**config.mk**
```make
export PLATFORM = sky130hd
export DESIGN_NAME = seed_ram_loader
export DESIGN_NICKNAME = d
export VERILOG_FILES = /design/src/rtl/seed_pkg.sv /design/src/rtl/seed_ram_loader.sv
export SDC_FILE = /design/constraint.sdc
export NUM_CORES = 1
export LEC_CHECK = 0
export CAP_MARGIN = 40
export CORE_ASPECT_RATIO = 1.4
export CORE_MARGIN = 1.5
export CORE_UTILIZATION = 28
export DETAILED_ROUTE_END_ITERATION = 10
export GPL_TIMING_DRIVEN = 0
export PLACE_DENSITY = 0.58
export SYNTH_ARGS = -nofsm -noshare
export SYNTH_HDL_FRONTEND = slang
export SYNTH_SLANG_ARGS = --single-unit
export TNS_END_PERCENT = 5
```
**constraint.sdc**
```tcl
create_clock -name clk_in -period 2.52 [get_ports clk_in]
set_clock_uncertainty 0.1 [all_clocks]
set_input_delay 0.378 -clock clk_in [delete_from_list [all_inputs] [get_ports clk_in]]
set_output_delay 0.378 -clock clk_in [all_outputs]
set_load 0.05 [all_outputs]
```
**src/rtl/seed_pkg.sv**
```systemverilog
// Shared constants and FSM encoding for the seed bit RAM and its write-side loader.
package seed_pkg;

  localparam int unsigned SEED_WORDS  = 256;
  localparam int unsigned SEED_ADDR_W = 8;
  localparam int unsigned SEED_DATA_W = 16;
  localparam int unsigned SEED_BITS   = 4096;

  typedef enum logic [1:0] {
    ST_EMPTY = 2'd0,
    ST_DRAIN = 2'd1,
    ST_LOAD  = 2'd2,
    ST_VALID = 2'd3
  } seed_state_e;

endpackage

```
**src/rtl/seed_ram_loader.sv**
```systemverilog
// Write-side controller for the seed bit RAM: streams seed words into the RAM
// and blocks bit-reader reads while the seed is being rewritten.
module seed_ram_loader
  import seed_pkg::*;
#(
  parameter int unsigned WORDS  = SEED_WORDS,
  parameter int unsigned ADDR_W = SEED_ADDR_W,
  parameter int unsigned DATA_W = SEED_DATA_W
) (
  input  logic              clk_in,
  input  logic              rst,
  input  logic              load_start,
  input  logic [ADDR_W:0]   load_len,
  input  logic              s_valid,
  input  logic [DATA_W-1:0] s_data,
  output logic              s_ready,
  output logic              ram_wren,
  output logic [ADDR_W-1:0] ram_wraddress,
  output logic [DATA_W-1:0] ram_data,
  input  logic              rd_en,
  output logic              rd_en_gated,
  input  logic              rd_busy,
  output logic              seed_valid,
  output logic              load_done,
  output logic              busy,
  output logic [ADDR_W:0]   word_count
);

  localparam int unsigned CNT_W = ADDR_W + 1;

  seed_state_e       state_q, state_d;
  logic [CNT_W-1:0]  count_q, count_d;
  logic [CNT_W-1:0]  len_q, len_d;
  logic [CNT_W-1:0]  eff_len_c;
  logic              wren_q, wren_d;
  logic [ADDR_W-1:0] addr_q, addr_d;
  logic [DATA_W-1:0] data_q, data_d;
  logic              done_q, done_d;
  logic              valid_q, valid_d;
  logic              busy_q, busy_d;
  logic              handshake_c;

  // Ready and read gating depend only on registered state, never on s_valid.
  assign s_ready       = (state_q == ST_LOAD) && (count_q < len_q);
  assign handshake_c   = s_valid && s_ready;
  assign rd_en_gated   = (state_q == ST_VALID) && rd_en;
  assign ram_wren      = wren_q;
  assign ram_wraddress = addr_q;
  assign ram_data      = data_q;
  assign load_done     = done_q;
  assign seed_valid    = valid_q;
  assign busy          = busy_q;
  assign word_count    = count_q;

  always_ff @(posedge clk_in or negedge rst) begin
    if (!rst) begin
      state_q <= ST_EMPTY;
      count_q <= '0;
      len_q   <= '0;
      wren_q  <= 1'b0;
      addr_q  <= '0;
      data_q  <= '0;
      done_q  <= 1'b0;
      valid_q <= 1'b0;
      busy_q  <= 1'b0;
    end else begin
      state_q <= state_d;
      count_q <= count_d;
      len_q   <= len_d;
      wren_q  <= wren_d;
      addr_q  <= addr_d;
      data_q  <= data_d;
      done_q  <= done_d;
      valid_q <= valid_d;
      busy_q  <= busy_d;
    end
  end

  always_comb begin
    state_d = state_q;
    count_d = count_q;
    len_d   = len_q;
    wren_d  = 1'b0;
    addr_d  = addr_q;
    data_d  = data_q;
    done_d  = 1'b0;

    // A length of zero or beyond the RAM depth means a full-depth load.
    if ((load_len == '0) || (load_len > CNT_W'(WORDS))) begin
      eff_len_c = CNT_W'(WORDS);
    end else begin
      eff_len_c = load_len;
    end

    case (state_q)
      ST_EMPTY: begin
        if (load_start) begin
          state_d = ST_LOAD;
          len_d   = eff_len_c;
          count_d = '0;
        end
      end
      ST_VALID: begin
        if (load_start) begin
          state_d = rd_busy ? ST_DRAIN : ST_LOAD;
          len_d   = eff_len_c;
          count_d = '0;
        end
      end
      ST_DRAIN: begin
        if (!rd_busy) begin
          state_d = ST_LOAD;
          count_d = '0;
        end
      end
      ST_LOAD: begin
        if (handshake_c) begin
          wren_d  = 1'b1;
          addr_d  = count_q[ADDR_W-1:0];
          data_d  = s_data;
          count_d = count_q + CNT_W'(1);
          if ((count_q + CNT_W'(1)) == len_q) begin
            state_d = ST_VALID;
            done_d  = 1'b1;
          end
        end
      end
      default: state_d = ST_EMPTY;
    endcase

    valid_d = (state_d == ST_VALID);
    busy_d  = (state_d == ST_DRAIN) || (state_d == ST_LOAD);
  end

endmodule

```
==> reports/qor.csv, run 1 <==
metric;value;unit
met3_length;275;um
power_frac_seq;25.2;%
root_buffer;clkbuf_16;
fillers;1029;
endpoint_kind;primary output;
gp_congestion;0.845;
hold_slack;0.406;ns
initial_core_util;28.5;%
ys_warn_count;0;
final_cell_mix;clkdlybuf4s50_1 (67), dfrtp_1 (45), nand2_1 (32);
status;completed;
p_leak;1.83;nW
syn-cell-area;0.00294;mm^2
htree_num_levels;2;
tightestPinTransition;0.648;ns
syn_nets;327;
drt_iter0_drc;119;
syn_area_per_cell;10.5;um^2
vias;2454;
coreArea;0.0103;mm^2
crit_path_max_incr_delay;0.43;ns
stdcell_count;516;
routed.top_layer;met4;
synth_edf_count;0;
die_w;89.5;um
fin_area;0.00425;mm^2
pwr_density_cell;1130;mW/mm^2
wl_met1;3090;um
async_reset_ff_share;100;%
cts-buffers-inserted;5;
rows;44;
ioPinCount;70;
required;2.04;ns
cts_buffer_depth;2;
dp_slack;-0.485;ns
synth_cells;280;
final_nets;424;
start_kind;flip-flop;
io_buffers;69;
placed_cells;488;
grt_max_degree;26;
cp_max_fo;4;
ant_nets;0;
drt_pass1_iterations;4;
p_int;2.69;mW
clockPowerShare;14.3;%
drc;0;
hold_viol;0;
yosysUniqueCellTypes;55;
viasPerCell;4.76;
area_growth;44.6;%
crit_chain;buf_4, ha_1, nand2b_1, a21oi_2, o21ai_4, buf_6, and3_4, buf_8;
grt_pass1_vias;2338;
synth_top_area_cell;dfrtp_1;
wl_per_cell;14.5;um
post-route-period-util;97.7;%
synth_top_area_share;40.9;%
cap_viol_max_count;0;
antenna_cells;0;
slew_headroom;56.5;%
setup_viol;0;
final_common_cell;clkdlybuf4s50_1;
combPwrFrac;60.5;%
drive_above_1_share;25.1;%
dp_hpwl;5620;um
ys_top_cells_by_area;dfrtp_1 (41%), mux2_4 (9.7%), ha_1 (6.8%);
crit_buf_inv;3;
grt_usage;13.6;%
slowest_stage;dfrtp_2;
grt_pass1_wl;11300;um
arrival;1.98;ns
synth_seq_cells;48;
cts_tree;built;
worst_slack;0.0585;ns
cts.reportedPaths.clkPinSlew;0.06;ns
cts.sinks;48;
switchingPower;2.11;mW
rsz0062_at_grt;true;
irDropWorstVdd;0.000343;V
antenna_found_initial;0;
fin_crit;2.46;ns
drt-total-wl;7480;um
clock_latency;0.29;ns
final.setup.tns;0;ns
total_power;4.80;mW
fin_util;41.2;%
path_class;flip-flop to primary output;
slew_violations;0;
ys.flop_type;dfrtp_1;
min_path_type;flip-flop to flip-flop;
wl_met2;3960;um
overflow;0;
fp.dieH;124;um
ys_seq_area_share;40.9;%
die_area;0.0111;mm^2
fmax;406;MHz
placed_cell_area;0.00381;mm^2
cp_top_family;buffers and inverters;
switching_share;44.0;%
layer usage:
layer,GRT usage (%),vias to the layer above
met4,6.92,0
met2,24.3,69
li1,-,1206
met1,15.0,1171
met3,2.52,8
met5,0,-
cell type report:
| type | count | area [um^2] | share of cell area [%] |
|---|---|---|---|
| buffer | 16 | 123 | 2.89 |
| clock buffer | 7 | 143 | 3.36 |
| clock inverter | 1 | 7.51 | 0.177 |
| inverter | 16 | 60.1 | 1.41 |
| multi-input combinational | 200 | 1670 | 39.4 |
| sequential | 48 | 1200 | 28.4 |
| tap | 138 | 173 | 4.07 |
| timing repair buffer | 90 | 863 | 20.3 |
what timing repair did:
action | 4_1_cts | 5_1_grt
pin swaps | 4 | 15
setup buffers | 7 | 12
gates resized for setup | 17 | 15
hold buffers | 1 | 0
hold endpoints to repair | 16 | 0
setup endpoints to repair | 2 | 16
flip-flops by register name (all words and copies together) (netlist names):
| name | cells |
|---|---|
| ram_data | 16 |
| len_q | 9 |
| word_count | 9 |
| ram_wraddress | 8 |
| state_q | 2 |
| busy | 1 |
| load_done | 1 |
| ram_wren | 1 |
| seed_valid | 1 |
path summary, 6_finish.rpt:
check	start	to	slack, ns	cells after the start
worst max-delay path	word_count[1]	s_ready	0.06	8
worst min-delay path	ram_data[1]	ram_data[1]	0.41	1
worst max register to register	word_count[8]	ram_wraddress[2]	0.10	7
worst min register to register	ram_data[1]	ram_data[1]	0.41	1
max in group asynchronous	rst	word_count[3]	1.28	3
min in group asynchronous	rst	ram_data[12]	0.51	2
kinds of logic (layout without fill, tap and decap cells):
logic type	count (synthesis)	in the layout	synth area share, %
adder cells (fa/ha/maj)	16	16	6.82
flip-flops	48	48	40.9
AO/OA/AOI/OAI	50	50	12.4
AND/OR/NAND/NOR	99	99	18.4
buffers and inverters	32	130	5.84
multiplexers	24	24	11.6
XOR/XNOR	11	11	4.01
synthesized netlist by cell type, types with 2 or more instances:
| cell | n |
|---|---|
| a211oi_2 | 2 |
| a21oi_1 | 7 |
| a221o_1 | 3 |
| a31o_2 | 2 |
| a31oi_1 | 2 |
| and2_1 | 3 |
| and3_1 | 5 |
| buf_2 | 2 |
| buf_4 | 5 |
| buf_6 | 4 |
| clkbuf_1 | 5 |
| dfrtp_1 | 48 |
| ha_1 | 16 |
| inv_1 | 15 |
| mux2_2 | 5 |
| mux2_4 | 19 |
| nand2_1 | 32 |
| nand2b_1 | 10 |
| nand3_1 | 10 |
| nand4_1 | 6 |
| nor2_1 | 8 |
| nor3_1 | 8 |
| nor3b_1 | 2 |
| nor4_1 | 4 |
| o211ai_1 | 4 |
| o21ai_0 | 11 |
| o21ai_1 | 2 |
| o311ai_0 | 4 |
| o32ai_1 | 2 |
| or3_1 | 2 |
| xnor2_1 | 7 |
| xor2_1 | 2 |
power groups by stage:
stage / Clock (mW) / Sequential, mW / Combinational, mW
after floorplan: 0 / 1.84 / 1.16
after global placement: 0 / 1.22 / 2.50
after detailed placement: 0 / 1.24 / 2.53
after CTS: 0.713 / 1.22 / 2.68
after global routing: 0.735 / 1.24 / 3.11
final: 0.688 / 1.21 / 2.90
Power figures use the tool's default switching activity.
==> run 2: changes to the inputs <==
ABC_AREA = 1   (was default)
PLACE_DENSITY = 0.59   (was 0.58)
==> run 2 against run 1 <==
Against the previous run: via count is 2.9% lower; combinational power fell by 19%; critical endpoint unchanged; count of clock-buffer cells in the layout shrank 2; critical path depth grew 1; cell area is 15% lower; core utilization fell by 1.1 points.
==> reports/qor.csv, run 2 <==
metric;value;unit;change
status;completed;;
synth_cells;331;;+18%
htree_num_levels;2;;unchanged
async_reset_ff_share;100;%;unchanged
arrival;1.90;ns;-0.08 ns
ys_seq_area_share;46.1;%;+5.2 points
path_class;flip-flop to primary output;;
synth_edf_count;0;;unchanged
cts_buffer_depth;2;;unchanged
setup_viol;0;;unchanged
drc;0;;unchanged
grt_pass1_wl;11300;um;unchanged
cts.reportedPaths.clkPinSlew;0.07;ns;about the same
r2r_start;word_count[3];;
wl_per_cell;12.6;um;-13%
ys_warn_count;0;;unchanged
yosysUniqueCellTypes;27;;-51%
fin_crit;2.38;ns;-0.0816 ns
r2r_end;busy;;
ant_nets;0;;unchanged
drt_iter0_drc;109;;-8.4%
r2r_cells;11;;+4
grt_usage;14.3;%;+0.74 points
synth_top_area_cell;dfrtp_1;;
dp_hpwl;5080;um;-9.5%
antenna_found_initial;0;;unchanged
fin_area;0.00363;mm^2;-15%
initial_core_util;28.9;%;+0.34 points
drt-total-wl;6530;um;-13%
slew_violations;0;;unchanged
p_leak;1.70;nW;-7.0%
cp-startpoint;word_count[3];;
syn-cell-area;0.00260;mm^2;-11%
area_growth;39.2;%;
ioPinCount;70;;unchanged
die_area;0.00990;mm^2;-11%
grt_max_degree;29;;+12%
grt_pass1_vias;2509;;+7.3%
ys_top_cells_by_area;dfrtp_1 (46%), nand2_1 (18%), ha_1 (7.7%);;
endpoint;s_ready;;
vias;2384;;-2.9%
final.setup.tns;0;ns;unchanged
fmax;420;MHz;+3.4%
post-route-period-util;94.4;%;-3.2 points
post-cts-setup-buffer-count;0;;-7
fp.dieH;117;um;-5.7%
min_path_type;flip-flop to flip-flop;;
slew_headroom;64.8;%;+8.3 points
die_w;84.5;um;-5.6%
drt_pass1_iterations;4;;unchanged
tightestPinTransition;0.527;ns;-0.122 ns
final_nets;456;;+7.5%
total_power;4.33;mW;-9.8%
start_kind;flip-flop;;
synth_seq_cells;48;;unchanged
ys_top_cells_by_count;nand2_1 (127), dfrtp_1 (48), inv_1 (30);;
syn_area_per_cell;7.87;um^2;-25%
final_common_cell;nand2_1;;
irDropWorstVdd;0.000693;V;+100%
cap_viol_max_count;0;;unchanged
rows;41;;-6.8%
endpoint_kind;primary output;;
gp_congestion;0.880;;+4.1%
root_buffer;clkbuf_16;;
placed_cell_area;0.00344;mm^2;-9.7%
drive_above_1_share;8.29;%;-17 points
coreArea;0.00903;mm^2;-12%
required;2.04;ns;about the same
cp_max_fo;8;;+4
cts.sinks;48;;unchanged
yosysMostFrequentCell;nand2_1;;
clock_latency;0.29;ns;about the same
rrSetupSlack;0.27;ns;+0.17 ns
largest_register_ffs;16;;unchanged
antenna_cells;0;;unchanged
final_cell_mix;nand2_1 (127), clkdlybuf4s50_1 (67), dfrtp_1 (47);;
hold_viol;0;;unchanged
overflow;0;;unchanged
syn_nets;378;;+16%
pwr_density_cell;1190;mW/mm^2;+5.6%
rsz0062_at_grt;false;;
synth_top_area_share;46.1;%;+5.2 points
io_buffers;69;;unchanged
ys.flop_type;dfrtp_1;;
viasPerCell;4.61;;-3.0%
fin_util;40.2;%;-1.1 points
cts_tree;built;;
cts-buffers-inserted;5;;unchanged
==> run 2: repair_timing <==
action | 4_1_cts | 5_1_grt
endpoints found under the hold margin | 20 | 0
gates resized for setup | 6 | 2
endpoints found under the setup margin | 1 | 1
hold buffers | 1 | 0
cloned | 0 | 0
==> run 2: through the flow <==
| stage | cells | setup WS [ns] | hold slack, ns |
|---|---|---|---|
| after floorplan | 331 | 0.209 | -0.0176 |
| after global placement | 507 | -0.457 | 0.361 |
| after detailed placement | 508 | -0.297 | 0.280 |
| after CTS | 517 | 0.0498 | 0.382 |
| after global routing | 517 | 0.0208 | 0.423 |
| final | 517 | 0.140 | 0.378 |
==> run 2: worst min path at each step <==
| stage | slack, ns | end | depth (start not counted) | from |
|---|---|---|---|---|
| global placement | 0.36 | ram_data[5] | 2 | ram_data[5] |
| finish | 0.38 | ram_data[7] | 2 | ram_data[7] |
| floorplan | -0.02 | busy | 0 | rst |
| detailed placement | 0.28 | ram_data[4] | 1 | rst |
| CTS | 0.38 | ram_data[7] | 2 | ram_data[7] |
| global route | 0.42 | ram_data[11] | 2 | ram_data[11] |
==> run 2: area by class of cell <==
class | count | area (um^2)
clock inverter | 3 | 47.5
timing repair buffer | 71 | 713
inverter | 30 | 113
clock buffer | 5 | 125
buffer | 8 | 45.0
multi-input combinational | 245 | 1250
tap | 107 | 134
fill | 951 | 5400
sequential | 48 | 1200
==> run 2: report_power, final <==
| group | internal, mW | leakage (nW) | switching (mW) |
|---|---|---|---|
| Sequential | 1.03 | 0.620 | 0.162 |
| Clock | 0.472 | 0.0840 | 0.299 |
| Combinational | 0.777 | 0.999 | 1.59 |
==> run 2: logic make-up after synthesis <==
family	synth area share, %
DFF	46.1
buffers and inverters	6.00
xor gates and xnor gates	0.336
adders and majority gates	7.68
AOI/OAI and AO/OA	8.12
and+or+nand+nor	31.7
==> run 2: worst max-delay path, stage by stage, from the launching register on <==
cell	delay, ns
dfrtp_1	0.49
ha_1	0.33
nand2_1	0.08
inv_1	0.04
nand2_1	0.05
nand2_1	0.06
a21oi_2	0.16
nand3_1	0.10
inv_1	0.07
clkbuf_4	0.22
==> run 2: routing by layer <==
metal | GRT usage, % | share of wire [%]
met1 | 16.4 | 44
met2 | 25.4 | 50
met3 | 3.51 | 4.7
met4 | 6.45 | 2.1
met5 | 0 | 0
==> run 3: changes to the inputs <==
RECOVER_POWER = 50   (was default)
==> run 3 against run 2 <==
Against the previous run: non-clock buffer count stayed put; sequential cell count did not move; clock power hardly changed; global-route usage stayed put; sequential power about the same; worst hold slack got worse by 0.0015 ns; power is 1.2% lower; largest power group unchanged.
==> reports/qor.csv, run 3 (synthesis results as in run 2) <==
metric;value;unit;change
status;completed;;
area_growth;39.2;%;about the same
final_cell_mix;nand2_1 (127), clkdlybuf4s50_1 (49), dfrtp_1 (47);;
grt_usage;14.3;%;unchanged
cts.sinks;48;;unchanged
clock_latency;0.29;ns;about the same
p_int;2.24;mW;-1.9%
slew_headroom;19.5;%;-45 points
placed_cell_area;0.00344;mm^2;unchanged
endpoint_kind;primary output;;
initial_core_util;28.9;%;unchanged
combPwrFrac;54.2;%;-0.4 points
grt_pass1_vias;2509;;unchanged
die_w;84.5;um;unchanged
overflow;0;;unchanged
dp_hpwl;5080;um;unchanged
cts_tree;built;;
drt_pass1_iterations;4;;unchanged
coreArea;0.00903;mm^2;unchanged
cp-startpoint;word_count[3];;
irDropWorstVdd;0.000668;V;-3.6%
hold_start;ram_wraddress[1];;
grt_pass1_wl;11300;um;unchanged
htree_num_levels;2;;unchanged
antenna_found_initial;0;;unchanged
power_frac_seq;27.8;%;+0.2 points
dp_slack;-0.297;ns;unchanged
clockPowerShare;18.0;%;+0.2 points
vias;2388;;+0.17%
hold_viol;0;;unchanged
fin_crit;2.38;ns;-0.00000700 ns
io_buffers;69;;unchanged
min_path_type;flip-flop to flip-flop;;
drc;0;;unchanged
tightestPinTransition;1.21;ns;+0.681 ns
cts_buffer_depth;2;;unchanged
arrival;1.90;ns;about the same
cap_viol_max_count;0;;unchanged
rrSetupSlack;0.27;ns;about the same
final_common_cell;nand2_1;;
final_nets;456;;unchanged
fillers;952;;+0.11%
viasPerCell;4.62;;+0.17%
fin_area;0.00363;mm^2;about the same
wl_per_cell;12.6;um;about the same
slew_violations;0;;unchanged
min_to;ram_wraddress[1];;
r2r_start;word_count[3];;
die_area;0.00990;mm^2;unchanged
worst_slack;0.140;ns;+0.00000700 ns
pwr_density_cell;1180;mW/mm^2;-1.1%
ant_nets;0;;unchanged
gp_congestion;0.880;;unchanged
rows;41;;unchanged
start_kind;flip-flop;;
drive_above_1_share;8.05;%;-0.24 points
cts-buffers-inserted;5;;unchanged
r2r_cells;11;;unchanged
setup_viol;0;;unchanged
hold-path-cell-count;2;;unchanged
required;2.04;ns;about the same
cp_max_fo;8;;unchanged
fp.dieH;117;um;unchanged
p_leak;1.73;nW;+1.6%
drt_iter0_drc;123;;+13%
largest_register_ffs;16;;unchanged
post-route-period-util;94.4;%;about the same
drt-total-wl;6530;um;about the same
switchingPower;2.04;mW;-0.28%
path_class;flip-flop to primary output;;
cts.reportedPaths.clkPinSlew;0.07;ns;about the same
switching_share;47.7;%;+0.42 points
r2r_end;busy;;
ioPinCount;70;;unchanged
root_buffer;clkbuf_16;;
antenna_cells;0;;unchanged
fmax;420;MHz;about the same
rsz0062_at_grt;false;;
grt_max_degree;29;;unchanged
## run 3: cell types whose count changed in the layout (fill, tap and decap cells not counted), sizes merged
cell           delta
clkbuf            +1
dlygate4sd3      +18
buf               -1
clkdlybuf4s50    -18
## run 3: how the worst max path moves through the flow
stage / slack (ns) / endpoint / cells after the start
after floorplan: 0.21 / busy / 11
after global placement: -0.46 / word_count[1] / 1
after detailed placement: -0.30 / s_ready / 6
after CTS: 0.05 / s_ready / 9
after global routing: 0.02 / s_ready / 9
final: 0.14 / s_ready / 9
## run 3: per-stage QoR
stage | total power [mW] | hold slack, ns | utilization, % | cells | TNS [ns]
after floorplan | 2.81 | -0.0176 | - | 331 | 0
after global placement | 3.56 | 0.361 | 38.0 | 507 | -22.06
after detailed placement | 3.60 | 0.280 | 38.2 | 508 | -0.297
after CTS | 4.38 | 0.382 | 40.1 | 517 | 0
after global routing | 4.62 | 0.418 | 40.2 | 517 | 0
final | 4.28 | 0.376 | 40.2 | 517 | 0
## run 3: power by group through the flow
stage	Sequential (mW)	Combinational [mW]	Clock [mW]
after floorplan	1.83	0.973	0
after global placement	1.20	2.36	0
after detailed placement	1.21	2.39	0
after CTS	1.20	2.39	0.796
after global routing	1.23	2.57	0.825
final	1.19	2.32	0.771
## run 3: cell type report
type | count | area, um^2 | share of cell area, %
Timing Repair Buffer | 71 | 712 | 19.6
Multi-Input combinational cell | 245 | 1250 | 34.4
Clock inverter | 3 | 47.5 | 1.31
Sequential cell | 48 | 1200 | 33.2
Clock buffer | 5 | 125 | 3.45
Buffer | 8 | 45.0 | 1.24
Inverter | 30 | 113 | 3.11
Tap cell | 107 | 134 | 3.69
## run 3: worst max-delay path, cell delays in order, from the launching register on
cell      delay (ns)
dfrtp_1         0.49
ha_1            0.33
nand2_1         0.08
inv_1           0.04
nand2_1         0.05
nand2_1         0.06
a21oi_2         0.16
nand3_1         0.10
inv_1           0.07
clkbuf_4        0.22
## run 3: what timing repair did
action | 4_1_cts | 5_1_grt
setup buffers | 0 | 0
hold endpoints to repair | 20 | 0
hold buffers | 1 | 0
resized for setup | 6 | 2
setup endpoints to repair | 1 | 1
## run 3: metal layers
metal  track usage (%)  wire length, um  vias up
li1                  -                -     1219
met1              16.4             2840     1094
met2              25.4             3240       62
met3              3.51              309       13
met4              6.45              137        0
met5                 0                0        -
